## src/rtl/regfile_pkg.sv

```systemverilog
// Shared definitions for the register-file write-back controller.
// Provides the architectural sizing constants, the write-back source
// enumeration used for round-robin state and the write-back request record.
package regfile_pkg;

    localparam int NUM_REGS = 8;
    localparam int ADDR_W   = 3;
    localparam int DATA_W   = 16;

    // Identifies which execution unit owns a write-back grant.
    typedef enum logic {
        WB_ALU = 1'b0,
        WB_MEM = 1'b1
    } wb_src_e;

    // One write-back request as presented by an execution unit.
    typedef struct packed {
        logic              valid;
        logic [ADDR_W-1:0] addr;
        logic [DATA_W-1:0] data;
    } wb_req_t;

endpackage

```

## src/rtl/regfile_wb_ctrl_arbiter.sv

```systemverilog
// wb_rr_arbiter: two-requester round-robin arbiter for the register-file
// write port. When both requesters are valid, the one not granted last wins.
// A lone requester is always granted. Grants are combinational and are held
// low during reset.
// Ports:
//   clk, rst        clock, synchronous active-high reset
//   req_alu_i       ALU write-back request
//   req_mem_i       memory write-back request
//   gnt_alu_o       ALU granted this cycle
//   gnt_mem_o       memory granted this cycle
module wb_rr_arbiter
    import regfile_pkg::*;
(
    input  logic clk,
    input  logic rst,
    input  logic req_alu_i,
    input  logic req_mem_i,
    output logic gnt_alu_o,
    output logic gnt_mem_o
);

    wb_src_e last_q;
    wb_src_e last_d;

    // Grant selection and last-grant update.
    always_comb begin
        gnt_alu_o = 1'b0;
        gnt_mem_o = 1'b0;
        if (rst) begin
            gnt_alu_o = 1'b0;
            gnt_mem_o = 1'b0;
        end else if (req_alu_i && req_mem_i) begin
            // Conflict: favour whichever source lost the previous grant.
            gnt_alu_o = (last_q == WB_MEM);
            gnt_mem_o = (last_q == WB_ALU);
        end else begin
            gnt_alu_o = req_alu_i;
            gnt_mem_o = req_mem_i;
        end

        last_d = last_q;
        if (gnt_alu_o) begin
            last_d = WB_ALU;
        end else if (gnt_mem_o) begin
            last_d = WB_MEM;
        end else begin
            last_d = last_q;
        end
    end

    // Last-grant register; resets to MEM so the ALU wins the first conflict.
    always_ff @(posedge clk) begin
        if (rst) begin
            last_q <= WB_MEM;
        end else begin
            last_q <= last_d;
        end
    end

endmodule

```

## src/rtl/regfile_wb_ctrl.sv

```systemverilog
// regfile_wb_ctrl: write-back controller and scoreboard for the register file.
// Arbitrates the single write port between ALU and memory write-back, drives
// it through a registered output stage, tracks in-flight destinations and
// stalls issue on RAW/WAW hazards.
// Optional feature macro: REGFILE_WB_BYPASS_EN -- when defined, the register
// being written by the output stage this cycle is treated as not busy by the
// hazard check.
// Ports:
//   clk, rst                          clock, synchronous active-high reset
//   iss_*                             issue-stage instruction and ready
//   alu_wb_* / mem_wb_*               write-back requests and grants
//   regw_en_o, rd_addr_o, rd_data_o   registered register-file write port
//   busy_o                            scoreboard (bit i = write to reg i pending)
//   err_o                             sticky write-back-to-idle-register error
module regfile_wb_ctrl
    import regfile_pkg::*;
(
    input  logic                clk,
    input  logic                rst,
    input  logic                iss_valid_i,
    input  logic [ADDR_W-1:0]   iss_rs1_addr_i,
    input  logic [ADDR_W-1:0]   iss_rs2_addr_i,
    input  logic                iss_rd_en_i,
    input  logic [ADDR_W-1:0]   iss_rd_addr_i,
    output logic                iss_ready_o,
    input  logic                alu_wb_valid_i,
    input  logic [ADDR_W-1:0]   alu_wb_addr_i,
    input  logic [DATA_W-1:0]   alu_wb_data_i,
    output logic                alu_wb_ready_o,
    input  logic                mem_wb_valid_i,
    input  logic [ADDR_W-1:0]   mem_wb_addr_i,
    input  logic [DATA_W-1:0]   mem_wb_data_i,
    output logic                mem_wb_ready_o,
    output logic                regw_en_o,
    output logic [ADDR_W-1:0]   rd_addr_o,
    output logic [DATA_W-1:0]   rd_data_o,
    output logic [NUM_REGS-1:0] busy_o,
    output logic                err_o
);

    logic [NUM_REGS-1:0] busy_q, busy_d;
    logic                regw_en_q, regw_en_d;
    logic [ADDR_W-1:0]   rd_addr_q, rd_addr_d;
    logic [DATA_W-1:0]   rd_data_q, rd_data_d;
    logic                err_q, err_d;

    wb_req_t             alu_req_s, mem_req_s, sel_req_s;
    logic                gnt_alu_s, gnt_mem_s, wb_fire_s, wb_write_s;
    logic [NUM_REGS-1:0] hazard_busy_s;
    logic                iss_ready_s, iss_fire_s;

    assign alu_req_s = '{valid: alu_wb_valid_i, addr: alu_wb_addr_i, data: alu_wb_data_i};
    assign mem_req_s = '{valid: mem_wb_valid_i, addr: mem_wb_addr_i, data: mem_wb_data_i};

    wb_rr_arbiter u_arb (
        .clk       (clk),
        .rst       (rst),
        .req_alu_i (alu_req_s.valid),
        .req_mem_i (mem_req_s.valid),
        .gnt_alu_o (gnt_alu_s),
        .gnt_mem_o (gnt_mem_s)
    );

    // Hazard check against the scoreboard, optionally bypassing the active write.
    always_comb begin
        hazard_busy_s = busy_q;
`ifdef REGFILE_WB_BYPASS_EN
        if (regw_en_q) begin
            hazard_busy_s[rd_addr_q] = 1'b0;
        end else begin
            hazard_busy_s = busy_q;
        end
`endif
        if (rst) begin
            iss_ready_s = 1'b0;
        end else begin
            iss_ready_s = ~(hazard_busy_s[iss_rs1_addr_i] |
                            hazard_busy_s[iss_rs2_addr_i] |
                            (iss_rd_en_i & hazard_busy_s[iss_rd_addr_i]));
        end
        iss_fire_s = iss_valid_i & iss_ready_s;
    end

    // Granted request selection, scoreboard, error and output-stage next state.
    always_comb begin
        sel_req_s  = gnt_alu_s ? alu_req_s : mem_req_s;
        wb_fire_s  = gnt_alu_s | gnt_mem_s;
        // Writes to register 0 are accepted but never reach the register file.
        wb_write_s = wb_fire_s & (sel_req_s.addr != {ADDR_W{1'b0}});

        busy_d = busy_q;
        if (regw_en_q) begin
            busy_d[rd_addr_q] = 1'b0;
        end else begin
            busy_d = busy_q;
        end
        // Applied after the clear so a same-cycle issue to that register wins.
        if (iss_fire_s && iss_rd_en_i) begin
            busy_d[iss_rd_addr_i] = 1'b1;
        end else begin
            busy_d = busy_d;
        end
        busy_d[0] = 1'b0;

        err_d = err_q | (wb_write_s & ~busy_q[sel_req_s.addr]);

        regw_en_d = wb_write_s;
        if (wb_write_s) begin
            rd_addr_d = sel_req_s.addr;
            rd_data_d = sel_req_s.data;
        end else begin
            rd_addr_d = rd_addr_q;
            rd_data_d = rd_data_q;
        end
    end

    // State registers; reset discards pending busy bits and any staged write.
    always_ff @(posedge clk) begin
        if (rst) begin
            busy_q    <= {NUM_REGS{1'b0}};
            regw_en_q <= 1'b0;
            rd_addr_q <= {ADDR_W{1'b0}};
            rd_data_q <= {DATA_W{1'b0}};
            err_q     <= 1'b0;
        end else begin
            busy_q    <= busy_d;
            regw_en_q <= regw_en_d;
            rd_addr_q <= rd_addr_d;
            rd_data_q <= rd_data_d;
            err_q     <= err_d;
        end
    end

    assign iss_ready_o    = iss_ready_s;
    assign alu_wb_ready_o = gnt_alu_s;
    assign mem_wb_ready_o = gnt_mem_s;
    assign regw_en_o      = regw_en_q;
    assign rd_addr_o      = rd_addr_q;
    assign rd_data_o      = rd_data_q;
    assign busy_o         = busy_q;
    assign err_o          = err_q;

endmodule

```

## config.mk

```make
export PLATFORM = sky130hd
export DESIGN_NAME = regfile_wb_ctrl
export DESIGN_NICKNAME = d
export VERILOG_FILES = /design/src/rtl/regfile_pkg.sv /design/src/rtl/regfile_wb_ctrl_arbiter.sv /design/src/rtl/regfile_wb_ctrl.sv
export SDC_FILE = /design/constraint.sdc
export NUM_CORES = 1
export LEC_CHECK = 0
export ABC_AREA = 1
export CAP_MARGIN = 20
export CORE_MARGIN = 4
export CORE_UTILIZATION = 44
export CTS_CLUSTER_DIAMETER = 200
export DETAILED_ROUTE_END_ITERATION = 8
export GPL_ROUTABILITY_DRIVEN = 0
export PLACE_DENSITY = 0.91
export SYNTH_ARGS = -nofsm -noshare
export SYNTH_HDL_FRONTEND = slang
export SYNTH_SLANG_ARGS = --single-unit
```

## constraint.sdc

```tcl
create_clock -name clk -period 3.2 [get_ports clk]
set_clock_uncertainty 0.1 [all_clocks]
set_input_delay 0.64 -clock clk [delete_from_list [all_inputs] [get_ports clk]]
set_output_delay 0.64 -clock clk [all_outputs]
set_load 0.02 [all_outputs]
```

==> results_dict.tcl <==
set metrics [dict create \
    status "finished, final reports clean" \
    hp-start "rd_data_o[12]$_SDFFE_PP0P_" \
    synth_cell_type_count 30 \
    layout_commonest_cell "nand2_1" \
    drive_gt1_share_pct 8.66 \
    core_sq_um 3770 \
    regArea_sq_um 581 \
    whs_endpoint "rd_data_o[12]$_SDFFE_PP0P_" \
    drt-wirelength-per-cell_microns 12.5 \
    antenna_found_initial 0 \
    core.rowCount 22 \
    ys.flop_type "dfxtp_1" \
    drt-total-wl_microns 5350 \
    htree_levels 2 \
    cts-buffers-inserted 5 \
    end_kind "primary output" \
    clk_latency_ns 0.28 \
    drt.antenna.violating_nets 0 \
    max-cap-violations 0 \
    timing.rr.end "rd_data_o[15]$_SDFFE_PP0P_" \
    fin_crit_sh_pct 94.2 \
    worstRegToRegCells 11 \
    syn2layout_area_growth_pct 56.5 \
    gr-total-overflow 0 \
    yosys_warnings 0 \
    multi_input_area_sq_um 990 \
    start_util_pct 46.9 \
    final_cell_mix "nand2_1, clkdlybuf4s50_1, nor2_1" \
    cp.arrival_ns 2.28 \
    period_needed_ns 3.02 \
    cts_hold_buffers 0 \
    yosysSeqAreaShare_pct 32.8 \
    hold_viol_final 0 \
    dieWidth_microns 71.4 \
    setup_viol_count_final 0 \
    grt_max_degree 18 \
    drt_iter0_markers 75 \
    final_nets 433 \
    chipHeight_microns 71.4 \
    cts_max_path_buffers 2 \
    dp_hpwl_microns 4200 \
    r2r_start "u_arb.last_q$_SDFFE_PP1P_" \
    setup_tns_ns 0 \
    diodes 0 \
    final_area_sq_um 2770 \
    io_pins 85 \
    worst_ep_required_time_ns 2.46 \
    die-area_sq_um 5100 \
    track_usage_pct 20.3 \
    drc 0 \
    grt_pass1_vias 2031 \
    clk_pin_slew_ns 0.06 \
    synth_cells 290 \
    ys_ff_latch 29 \
    ir_drop_mv 0.277 \
    dp_slack_ns -0.0714 \
    path_max_fanout 8 \
    hold_depth 2 \
    fmax_mhz 332 \
    synth-edff-count 0 \
    avgSynthCellArea_sq_um 6.10 \
    crit_type "primary input to primary output" \
    cts_sinks 29 \
    reg2reg_setup_slack_ns 1.17 \
    synth.cell_area_sq_um 1770 \
    worst_hold_slack_ns 0.382 \
    setup_slack_ns 0.184 \
    ys_async_sr_fraction_pct 0 \
    drt_first_pass_iters 4 \
    post_drt_via_cell_ratio 5.04 \
    dr_total_vias 2163 \
    final_util_pct 73.5 \
    rsz0062_at_grt "no" \
    fillers 318 \
    p_per_area_nw_per_um2 391 \
    slew_viol_final 0 \
    leakage_nw 1.23 \
    portBuffers 83 \
    synth_nets 343 \
    post-cts-setup-buffers 0 \
    worstSetupStartpointType "primary input" \
    grt_pass1_wl_microns 8370 \
    cts-root-buf "clkbuf_8" \
    tritoncts "built" \
    min_path_type "register to register" \
    post_dp_cell_area_sq_um 2660 \
]
-- registers in the layout (all words and copies together), names as in the netlist --
| signal | count |
|---|---|
| rd_data_o | 16 |
| regw_en_o | 1 |
| busy_o | 7 |
| u_arb.last_q | 1 |
| rd_addr_o | 3 |
| err_o | 1 |
-- per-stage QoR --
step | instances | power [W]
after floorplan | 290 | 0.000558
after global placement | 421 | 0.000695
after detailed placement | 421 | 0.000702
after CTS | 429 | 0.00109
after global routing | 429 | 0.00113
final | 429 | 0.00108
-- cells by family after synthesis --
family / count (synthesis) / synth area share (%)
DFF: 29 / 32.8
AOI/OAI and AO/OA: 43 / 14.0
and+or+nand+nor: 175 / 41.7
buffers and inverters: 42 / 11.3
other: 1 / 0.212
-- synthesized netlist by cell type (2+ instances only) --
master    instances  share of area (%)
a21oi_1          11                3.1
a21oi_2           2               0.99
buf_2             3               0.85
buf_4             2               0.85
buf_6             2                1.3
clkbuf_1          2               0.42
dfxtp_1          29                 33
inv_1            28                5.9
inv_2             3               0.64
nand2_1          97                 21
nand2_2           6                2.1
nand3_1          15                4.2
nand4_1           9                3.2
nor2_1           37                7.8
nor3_1            6                1.7
o211ai_1          2               0.85
o21ai_0          17                4.8
o21ai_1           7                2.0
-- layout make-up --
type	count	share of cell area (%)
multi-input cells	219	35.7
repair buffers	93	32.6
flip-flops and latches	29	20.9
inverters	32	4.33
clock buffers	7	3.12
well taps	48	2.17
clock inverters	1	1.08
-- metal layers --
layer	track usage, %	up-vias	part of all wire [%]
met4	9.19	0	1.7
met5	0	-	0
li1	-	1101	-
met3	8.56	14	12
met2	35.5	104	49
met1	20.9	944	38
-- critical path, stage by stage --
cell and delay [ns]:
clkdlybuf4s50_1 0.53, inv_1 0.09, nand2_1 0.06, nand3_1 0.08
nand3_1 0.08, nand3_1 0.07, nor2_1 0.10, buf_4 0.15
and2_1 0.13, dlygate4sd2_1 0.33
-- power by group --
part | switching (W) | internal (W)
Clock | 0.000137 | 0.000253
Sequential | 0.0000159 | 0.000386
Combinational | 0.000146 | 0.000146
Total | 0.000299 | 0.000786
-- worst max path at each step --
stage / startpoint / endpoint / cells past startpoint
5_1_grt: iss_rd_addr_i[0] / iss_ready_o / 11
4_1_cts: iss_rs1_addr_i[0] / iss_ready_o / 10
3_5_place_dp: iss_rs1_addr_i[0] / iss_ready_o / 10
2_1_floorplan: iss_rd_addr_i[0] / iss_ready_o / 10
3_3_place_gp: iss_rs2_addr_i[0] / iss_ready_o / 11
6_report: iss_rs1_addr_i[0] / iss_ready_o / 10
-- timing repair --
item                                   4_1_cts  5_1_grt
resized for setup                            1        0
endpoints found under the hold margin        0        0
setup endpoints to repair                    1        0
Note: power is estimated with default switching activity, not from simulation.
